--- src/rtl/stream_histogram_if.sv ---
// Valid/ready stream bundle used for both the sample input and the packet output.
interface stream_histogram_if #(
  parameter int unsigned W = 8
) ();
  logic [W-1:0] tdata;
  logic         tvalid;
  logic         tready;

  modport master (output tdata, output tvalid, input tready);
  modport slave  (input tdata, input tvalid, output tready);
endinterface

--- src/rtl/stream_histogram.sv ---
// Stream histogram: per-sample duplicate detection bitmap plus saturating
// per-bin counters; each accepted sample yields one packet
// {header, bin count, storage address, sample}.
module stream_histogram #(
  parameter int unsigned          DATA_W    = 8,
  parameter int unsigned          BIN_BITS  = 3,
  parameter int unsigned          COUNT_W   = 8,
  parameter int unsigned          ADDR_W    = 12,
  parameter logic [ADDR_W-1:0]    BASE_ADDR = 12'h020
) (
  input  logic                 aclk,
  input  logic                 areset,
  stream_histogram_if.slave    s_axis,
  stream_histogram_if.master   m_axis,
  input  logic                 clear,
  output logic                 busy,
  output logic [COUNT_W-1:0]   total_cnt,
  output logic [COUNT_W-1:0]   dup_cnt
);

  localparam int unsigned        PKT_W   = 4 + COUNT_W + ADDR_W + DATA_W;
  localparam int unsigned        DEPTH   = 2 ** DATA_W;
  localparam int unsigned        NBINS   = 2 ** BIN_BITS;
  localparam logic [COUNT_W-1:0] CNT_MAX = '1;

  typedef enum logic [1:0] {CLEAR, IDLE, LOOKUP, EMIT} state_t;

  state_t              state, state_nxt;
  logic [DATA_W-1:0]   sample_q;
  logic [DATA_W-1:0]   clr_addr;
  logic                clr_pend;
  logic                seen [DEPTH];
  logic [COUNT_W-1:0]  bin_cnt [NBINS];
  logic [PKT_W-1:0]    pkt_q;

  logic                accept;
  logic [BIN_BITS-1:0] bin;
  logic                hit;
  logic [COUNT_W-1:0]  cnt_upd;
  logic [PKT_W-1:0]    pkt;

  assign accept = (state == IDLE) && !clear && s_axis.tvalid;

  // Lookup datapath: current bitmap bit and bin count for the registered sample.
  always_comb begin
    bin     = sample_q[DATA_W-1 -: BIN_BITS];
    hit     = seen[sample_q];
    cnt_upd = bin_cnt[bin];
    if (!hit && (bin_cnt[bin] != CNT_MAX))
      cnt_upd = bin_cnt[bin] + 1'b1;
    pkt = {(hit ? 4'h1 : 4'h0), cnt_upd,
           BASE_ADDR + ADDR_W'(sample_q), sample_q};
  end

  // State register; reset always lands in CLEAR so the bitmap gets wiped.
  always_ff @(posedge aclk) begin
    if (areset) state <= CLEAR;
    else        state <= state_nxt;
  end

  // Next-state logic; a clear seen mid-packet is deferred until the output handshake.
  always_comb begin
    state_nxt = state;
    unique case (state)
      CLEAR:  if (&clr_addr) state_nxt = IDLE;
      IDLE:   if (clear) state_nxt = CLEAR;
              else if (s_axis.tvalid) state_nxt = LOOKUP;
      LOOKUP: state_nxt = EMIT;
      EMIT:   if (m_axis.tready) state_nxt = (clr_pend || clear) ? CLEAR : IDLE;
      default: state_nxt = CLEAR;
    endcase
  end

  // Output decode.
  always_comb begin
    s_axis.tready = (state == IDLE) && !clear;
    m_axis.tvalid = (state == EMIT);
    m_axis.tdata  = pkt_q;
    busy          = (state == CLEAR) || clr_pend;
  end

  // Pending clear request latched while a sample is in flight.
  always_ff @(posedge aclk) begin
    if (areset || state == CLEAR)
      clr_pend <= 1'b0;
    else if (clear && (state == LOOKUP || state == EMIT))
      clr_pend <= 1'b1;
  end

  // Wipe address walks 0..DEPTH-1 while in CLEAR, parked at 0 otherwise.
  always_ff @(posedge aclk) begin
    if (areset || state != CLEAR) clr_addr <= '0;
    else                          clr_addr <= clr_addr + 1'b1;
  end

  // Input sample register.
  always_ff @(posedge aclk) begin
    if (accept) sample_q <= s_axis.tdata;
  end

  // Bitmap: one entry cleared per CLEAR cycle, entry set on each lookup.
  always_ff @(posedge aclk) begin
    if (state == CLEAR)       seen[clr_addr] <= 1'b0;
    else if (state == LOOKUP) seen[sample_q] <= 1'b1;
  end

  // Saturating bin, total and duplicate counters.
  always_ff @(posedge aclk) begin
    if (areset || state == CLEAR) begin
      total_cnt <= '0;
      dup_cnt   <= '0;
      for (int unsigned i = 0; i < NBINS; i++) bin_cnt[i] <= '0;
    end else begin
      if (accept && total_cnt != CNT_MAX) total_cnt <= total_cnt + 1'b1;
      if (state == LOOKUP) begin
        bin_cnt[bin] <= cnt_upd;
        if (hit && dup_cnt != CNT_MAX) dup_cnt <= dup_cnt + 1'b1;
      end
    end
  end

  // Packet register, loaded in LOOKUP and held through EMIT.
  always_ff @(posedge aclk) begin
    if (areset)               pkt_q <= '0;
    else if (state == LOOKUP) pkt_q <= pkt;
  end

endmodule

--- src/flat_wrapper.sv ---
// flat-port wrapper written by rule: the top's interface ports become plain ports
module stream_histogram_flat 
#(
  parameter int unsigned          DATA_W    = 8,
  parameter int unsigned          BIN_BITS  = 3,
  parameter int unsigned          COUNT_W   = 8,
  parameter int unsigned          ADDR_W    = 12,
  parameter logic [ADDR_W-1:0]    BASE_ADDR = 12'h020
)
  (aclk, areset, clear, busy, total_cnt, dup_cnt, s_axis_tdata, s_axis_tvalid, s_axis_tready, m_axis_tdata, m_axis_tvalid, m_axis_tready);
  stream_histogram_if #(.W(8)) s_axis_i ();
  stream_histogram_if #(.W(32)) m_axis_i ();
  input  logic aclk;
  input  logic areset;
  input  logic clear;
  output logic busy;
  output logic [COUNT_W-1:0] total_cnt;
  output logic [COUNT_W-1:0] dup_cnt;
  input wire logic [$bits(s_axis_i.tdata)-1:0] s_axis_tdata;
  input wire logic [$bits(s_axis_i.tvalid)-1:0] s_axis_tvalid;
  output wire logic [$bits(s_axis_i.tready)-1:0] s_axis_tready;
  output wire logic [$bits(m_axis_i.tdata)-1:0] m_axis_tdata;
  output wire logic [$bits(m_axis_i.tvalid)-1:0] m_axis_tvalid;
  input wire logic [$bits(m_axis_i.tready)-1:0] m_axis_tready;
  assign s_axis_i.tdata = s_axis_tdata;
  assign s_axis_i.tvalid = s_axis_tvalid;
  assign s_axis_tready = s_axis_i.tready;
  assign m_axis_tdata = m_axis_i.tdata;
  assign m_axis_tvalid = m_axis_i.tvalid;
  assign m_axis_i.tready = m_axis_tready;
  stream_histogram #(.DATA_W(DATA_W), .BIN_BITS(BIN_BITS), .COUNT_W(COUNT_W), .ADDR_W(ADDR_W), .BASE_ADDR(BASE_ADDR)) u_core (.aclk(aclk), .areset(areset), .s_axis(s_axis_i), .m_axis(m_axis_i), .clear(clear), .busy(busy), .total_cnt(total_cnt), .dup_cnt(dup_cnt));
endmodule
--- config.mk ---
export PLATFORM = sky130hd
export DESIGN_NAME = stream_histogram_flat
export DESIGN_NICKNAME = d
export VERILOG_FILES = /design/src/rtl/stream_histogram_if.sv /design/src/rtl/stream_histogram.sv /design/src/flat_wrapper.sv
export SDC_FILE = /design/constraint.sdc
export NUM_CORES = 1
export LEC_CHECK = 0
export BUFFER_PORTS_ARGS = -buffer_cell sky130_fd_sc_hd__buf_2
export CAP_MARGIN = 10
export CORE_UTILIZATION = 50
export DETAILED_ROUTE_END_ITERATION = 16
export PLACE_DENSITY_LB_ADDON = 0.3
export RECOVER_POWER = 50
export SLEW_MARGIN = 20
export SYNTH_ARGS = -nofsm -noshare
export SYNTH_HDL_FRONTEND = slang
export SYNTH_SLANG_ARGS = --single-unit
--- constraint.sdc ---
create_clock -name aclk -period 13.6 [get_ports aclk]
set_clock_uncertainty 0.15 [all_clocks]
set_input_delay 1.36 -clock aclk [delete_from_list [all_inputs] [get_ports aclk]]
set_output_delay 1.36 -clock aclk [all_outputs]
set_load 0.03 [all_outputs]
* Yosys cells after proc, flatten, opt, wreduce, memory -nomap -nowiden
Memories as Yosys holds them, arrays and structs flattened. A register that Yosys moved wholly into a read port is not among the register bits.
Cells that the tools add are included.
** Word-level totals
- Memories :: 2
- Input port bits :: 13
- Register bits :: 67
- Memory bits (writable) :: 320
- Latch bits :: 0
- Bits in read-only memories :: 0
** Cells by class
- Multipliers :: 0
- Bitwise logic cells :: 0
- Mux-type cells :: 25
- Reductions and logical operators :: 20
- Shift-type cells :: 0
- Equal/unequal tests :: 9
- Div/mod/pow operators :: 0
- Magnitude comparators :: 0
- Add/subtract/negate cells :: 5
** Memory list
- u_core.seen :: depth 256, bits a word 1, read ports 1, clocked after memory_dff 1, write ports 1, RTL line stream_histogram.sv:32 : logic seen [DEPTH];
- u_core.bin_cnt :: depth 8, bits a word 8, read ports 1, clocked after memory_dff 1, write ports 8, RTL line stream_histogram.sv:33 : logic [COUNT_W-1:0] bin_cnt [NBINS];
** Operators by type and width (count)
- 8-bit by 1-bit adder with 8-bit output, second input constant :: 4
- 8-bit 2-to-1 mux :: 4
- 8-bit != test, second input constant :: 3
- 1-bit 2-to-1 mux :: 14
- 6-bit by 8-bit adder with 9-bit output, first input constant :: 1
- 2-bit 2-to-1 mux :: 4
- 2-bit case mux with 4 select lines :: 1
- 8-bit AND reduction :: 1
- 8-bit OR reduction :: 1
- 1-bit logical AND :: 6
- 3-bit 2-to-1 mux :: 2
- 1-bit logical OR :: 5
- 2-bit == test, second input constant :: 2
- 2-bit by 1-bit != test with 1-bit output, second input constant :: 2
- 3-bit != test, second input constant :: 1
- 3-bit AND reduction :: 1
- 2-bit by 1-bit == test with 1-bit output, second input constant :: 1
- 1-bit zero test :: 2
- 2-bit zero test :: 1
- 2-bit AND reduction :: 1
- 2-bit nonzero test :: 1
- 1-bit OR reduction :: 1

* Longest topological paths before layout
- Depth after elaboration :: 6
- Depth in mapped cells :: 13
- Mapped depth without buffers :: 9

* Worst setup path after synthesis
OpenSTA, ideal clock, no wires.
- Kind :: reg-to-reg
- Start :: register (tool-made name)
- End :: memory u_core.seen[0] (data pin)
- Cell stages (with the launch flop) :: 7
- Path slack :: 7085 ps
- Period minus slack after synthesis :: 6515 ps
- Arrival time :: 5317 ps
- Path through :: dfxtp_1 clkbuf_1 nand2b_1 clkinv_1 buf_2 buf_1 clkbuf_1
** RTL lines (RTL line)
- end, declared :: stream_histogram.sv:32

* Worst setup path after layout
- Start :: register u_core.state[0]
- End :: memory u_core.seen[7] (data pin)
** On the way
- Cells in the longest elaborated chain, start to end :: 6
** Ends and longest elaborated chain
- start, declared :: RTL line stream_histogram.sv:28 : state_t state, state_nxt;
- start signal, assigned :: RTL line stream_histogram.sv:58 : else state <= state_nxt;
- 2-bit == test :: RTL line stream_histogram.sv:104 : else if (state == LOOKUP) seen[sample_q] <= 1'b1;
- 1-bit 2-to-1 mux :: RTL line stream_histogram.sv:104
- 1-bit 2-to-1 mux (*) :: RTL line stream_histogram.sv:103 : if (state == CLEAR) seen[clr_addr] <= 1'b0;
- 1-bit 2-to-1 mux (implied by the code) (*) :: RTL line stream_histogram.sv:104
- 1-bit OR reduction (no source line) (*)
- 1-bit 2-to-1 mux (no source line) (*)
Every way passes the cells marked *; elsewhere a longest branch is shown, timed or not.

==> summary.md <==
| Metric | Value |
|---|---|
| Status | finished with violations |
| Failing checks | capacitance limit, slew limit |
| Tmin final | 6.24 ns |
| Fillers | 2897 |
| Hold Path Depth | 2 |
| Main synth FF type | edfxtp_1 |
| GRT Util Overall | 23.2% |
| Avg Cell Area, Syn | 12.9 sq um |
| Die ar. | 0.0356 sq mm |
| Post-synth EDFFs | 328 |
| Sequential area share after synthesis | 62.9% |
| Core area | 0.0345 sq mm |
| Number of CTS-inserted buffers | 41 |
| Pwr/cell area | 126 mW/mm^2 |
| Cell count after synthesis | 1348 |
| Relative slew slack | -225% |
| H-tree depth | 2 |
| Starting Density | 50.6% |
| RSZ-0062 raised after global routing | no |
| Drc violations | 0 |
| HPWL after DPL | 24800 um |
| Hold buffer count at CTS | 0 |
| CTS clk-pin slew, worst paths | 0.06 ns |
| Worst r2r dst | u_core.seen[7] |
| # diodes | 0 |
| Final Core Density | 55.3% |
| CP startpoint kind | flip-flop |
| CP Class | flip-flop to flip-flop |
| Net Sw Power | 485 uW |
| Post-Syn Area | 0.0174 sq mm |
| Combinational fraction of design power | 1.2% |
| Seq cells post-synth | 384 |
| CTS max path bufs | 3 |
| Footprint of the multi-input gates | 0.00587 sq mm |
| LEAKAGE | 0.00575 uW |
| Global-route wire length before repair | 62500 um |
| Post-CTS Setup Repair Bufs | 0 |
| Layout Area Growth over Synthesis | 9.27% |
| Setup violators final | 0 |
| Die width | 189 um |
| Ports | 64 |
| Max cap viols | 2 |
| Slew Limit Fails | 176 |
| Clk Latency, worst-skew pair | 0.55 ns |
| Vias in the first global route | 10757 |
| Setup slack, reg-to-reg | 7.36 ns |
| Clk network pwr share | 46.0% |
| CTS tree | done |
| Row cnt | 68 |
| Reg-to-Reg Start | u_core.state[0] |
| Die H | 189 um |
| Layout cells sized above 1 | 13.4% |
| Async S/R FF share, synth | 0% |
| Antenna viol nets, final | 0 |
| Antenna violations before repair | 0 |
| Slew of the pin with the lowest slew margin | 4.88 ns |
| Avg WL per Cell | 22.0 um |
| Number of nets in the layout | 1385 |
| Largest net degree at the start of global routing | 159 |
| Routed Wire Length | 40800 um |
| Gp weighted congestion | 0.857 |
| Root Buffer | clkbuf_16 |
| Remaining global-route overflow | 0 |
| Storage cell area | 0.0110 sq mm |
| DRT Pass-1 Iters | 5 |
| CP Capture Type | flip-flop |
| Pint | 1910 uW |
| Hold WC Path Type | flip-flop to flip-flop |
| Clock sink count | 384 |
| Fmax | 0.160 GHz |
| Vias | 10998 |
| Power share of the sequential group | 52.7% |
| Reg2reg path depth | 3 |
| Via/cell ratio | 5.93 |
| Hold_ws | 0.305 ns |
| Final hold violations | 0 |
| Worst EP arrival | 5.72 ns |
| Critical Path Fanout Max | 158 |
| Resized Gates After CTS | 0 |
| Worst EP required | 13.08 ns |
| Initial DRC count | 1048 |
| Buffers added on ports | 57 |
| Setup TNS Final | 0 ns |
| Max VDD drop | 96.9 uV |
| Crit share post-route | 45.9% |
| Sw Share | 20.2% |
| Synth cell types | 72 |
| Ys Warns | 0 |
| Worst hold start | u_core.m_axis.tdata[6] |
| WHS Endpoint | u_core.m_axis.tdata[6] |
## flip-flops by register name, indices dropped and copies added (netlist names), named ones only
signal               flops
u_core.bin_cnt          64
u_core.clr_addr          8
u_core.clr_pend          1
u_core.dup_cnt           8
u_core.m_axis.tdata     21
u_core.sample_q          8
u_core.seen            256
u_core.state             1
u_core.total_cnt         8
## how the worst max path moves through the flow
stage / end / start / cells after the start / slack [ns]
floorplan: u_core.seen[0] / flip-flop / 6 / 7.09
global placement: u_core.bin_cnt[7][6] / flip-flop / 9 / 9.27
detailed placement: u_core.bin_cnt[7][6] / flip-flop / 9 / 9.24
CTS: u_core.bin_cnt[4][6] / flip-flop / 9 / 9.22
global route: u_core.seen[7] / u_core.state[0] / 3 / 6.78
finish: u_core.seen[7] / u_core.state[0] / 3 / 7.36
## logic make-up (layout without fill, tap and decap cells)
family | after synthesis | after routing | share of synthesized area, %
flops | 384 | 384 | 62.9
simple gates | 609 | 609 | 15.7
xor+xnor | 14 | 14 | 0.703
compound gates | 102 | 102 | 4.28
buf+inv | 105 | 151 | 3.59
mux | 128 | 128 | 12.4
other cells | 1 | 6 | 0.0215
fa+ha+maj | 5 | 5 | 0.359
## layout by cell type (no fill, tap or decap), types with 4 or more instances in the layout
cell       count
a211oi_1       5
a21oi_1       24
a22o_1         8
a22oi_1        9
and3_1         7
buf_2         10
buf_4          6
clkbuf_1      58
clkbuf_16     43
clkinv_1       7
clkinv_2      11
conb_1         6
dfxtp_1       54
edfxtp_1     328
ha_1           5
inv_1          8
mux2_2        19
mux2i_1       44
mux4_1        14
mux4_2        51
nand2_1      110
nand2b_1       6
nand3_1       25
nand3b_1      18
nand4_1       13
nor2_1       314
nor2b_1       14
nor3_1        49
nor4_1         4
o211ai_1       7
o21ai_0       12
o31ai_1        7
or2_2         17
or3_1         10
xnor2_1        5
xor2_1         9
## critical path: stages (launching register included)
cell	delay [ns]
dfxtp_1	0.54
nand2b_1	0.34
inv_6	0.69
clkbuf_1	3.46
## cell type report
| type | count | share of cell area [%] |
|---|---|---|
| flip-flops and latches | 384 | 57.6 |
| multi-input cells | 864 | 30.8 |
| clock buffers | 51 | 5.86 |
| well taps | 455 | 2.99 |
| repair buffers | 67 | 1.50 |
| clock inverters | 24 | 1.10 |
| inverters | 9 | 0.203 |
## routing by layer
metal  vias up  track usage, %  share of wire, %
met4         0            7.04               2.6
li1       4991               -                 -
met3        81            3.89               6.2
met5         -               0                 0
met1      5546            31.0                42
met2       380            38.9                50
## synthesized netlist by cell type, types with 8 or more instances
| library cell | n | area (sq um) |
|---|---|---|
| or3_1 | 10 | 62.6 |
| nor3_1 | 49 | 245 |
| mux4_1 | 14 | 368 |
| nor2_1 | 314 | 1180 |
| mux2_2 | 19 | 214 |
| nand4_1 | 13 | 81.3 |
| a22oi_1 | 9 | 67.6 |
| nor2b_1 | 14 | 87.6 |
| buf_2 | 8 | 40.0 |
| nand2_1 | 110 | 413 |
| mux4_2 | 51 | 1150 |
| a21oi_1 | 24 | 120 |
| clkbuf_1 | 52 | 195 |
| dfxtp_1 | 56 | 1120 |
| or2_2 | 17 | 106 |
| a22o_1 | 8 | 70.1 |
| nand3_1 | 25 | 125 |
| o21ai_0 | 12 | 60.1 |
| buf_6 | 10 | 113 |
| mux2i_1 | 44 | 440 |
| buf_4 | 18 | 135 |
| edfxtp_1 | 328 | 9850 |
| nand3b_1 | 18 | 135 |
| xor2_1 | 9 | 78.8 |
| inv_1 | 8 | 30.0 |
## power groups by stage
stage	Clock, uW	Sequential (uW)	Combinational [uW]
2_1_floorplan	0	1290	17.8
3_3_place_gp	0	1290	28.3
3_5_place_dp	0	1290	28.8
4_1_cts	1120	1260	28.9
5_1_grt	1160	1260	30.8
6_report	1100	1260	29.2
## stage by stage
step                cells  total power [uW]  instance area, sq um  worst slack (ns)
global route         1854              2450                 19100              6.78
floorplan            1353              1310                 17500              7.09
finish               1854              2390                 19100              7.36
global placement     1779              1320                 17800              9.27
detailed placement   1779              1320                 17800              9.24
CTS                  1854              2410                 19100              9.22
Note: power is estimated with default switching activity, not from simulation.
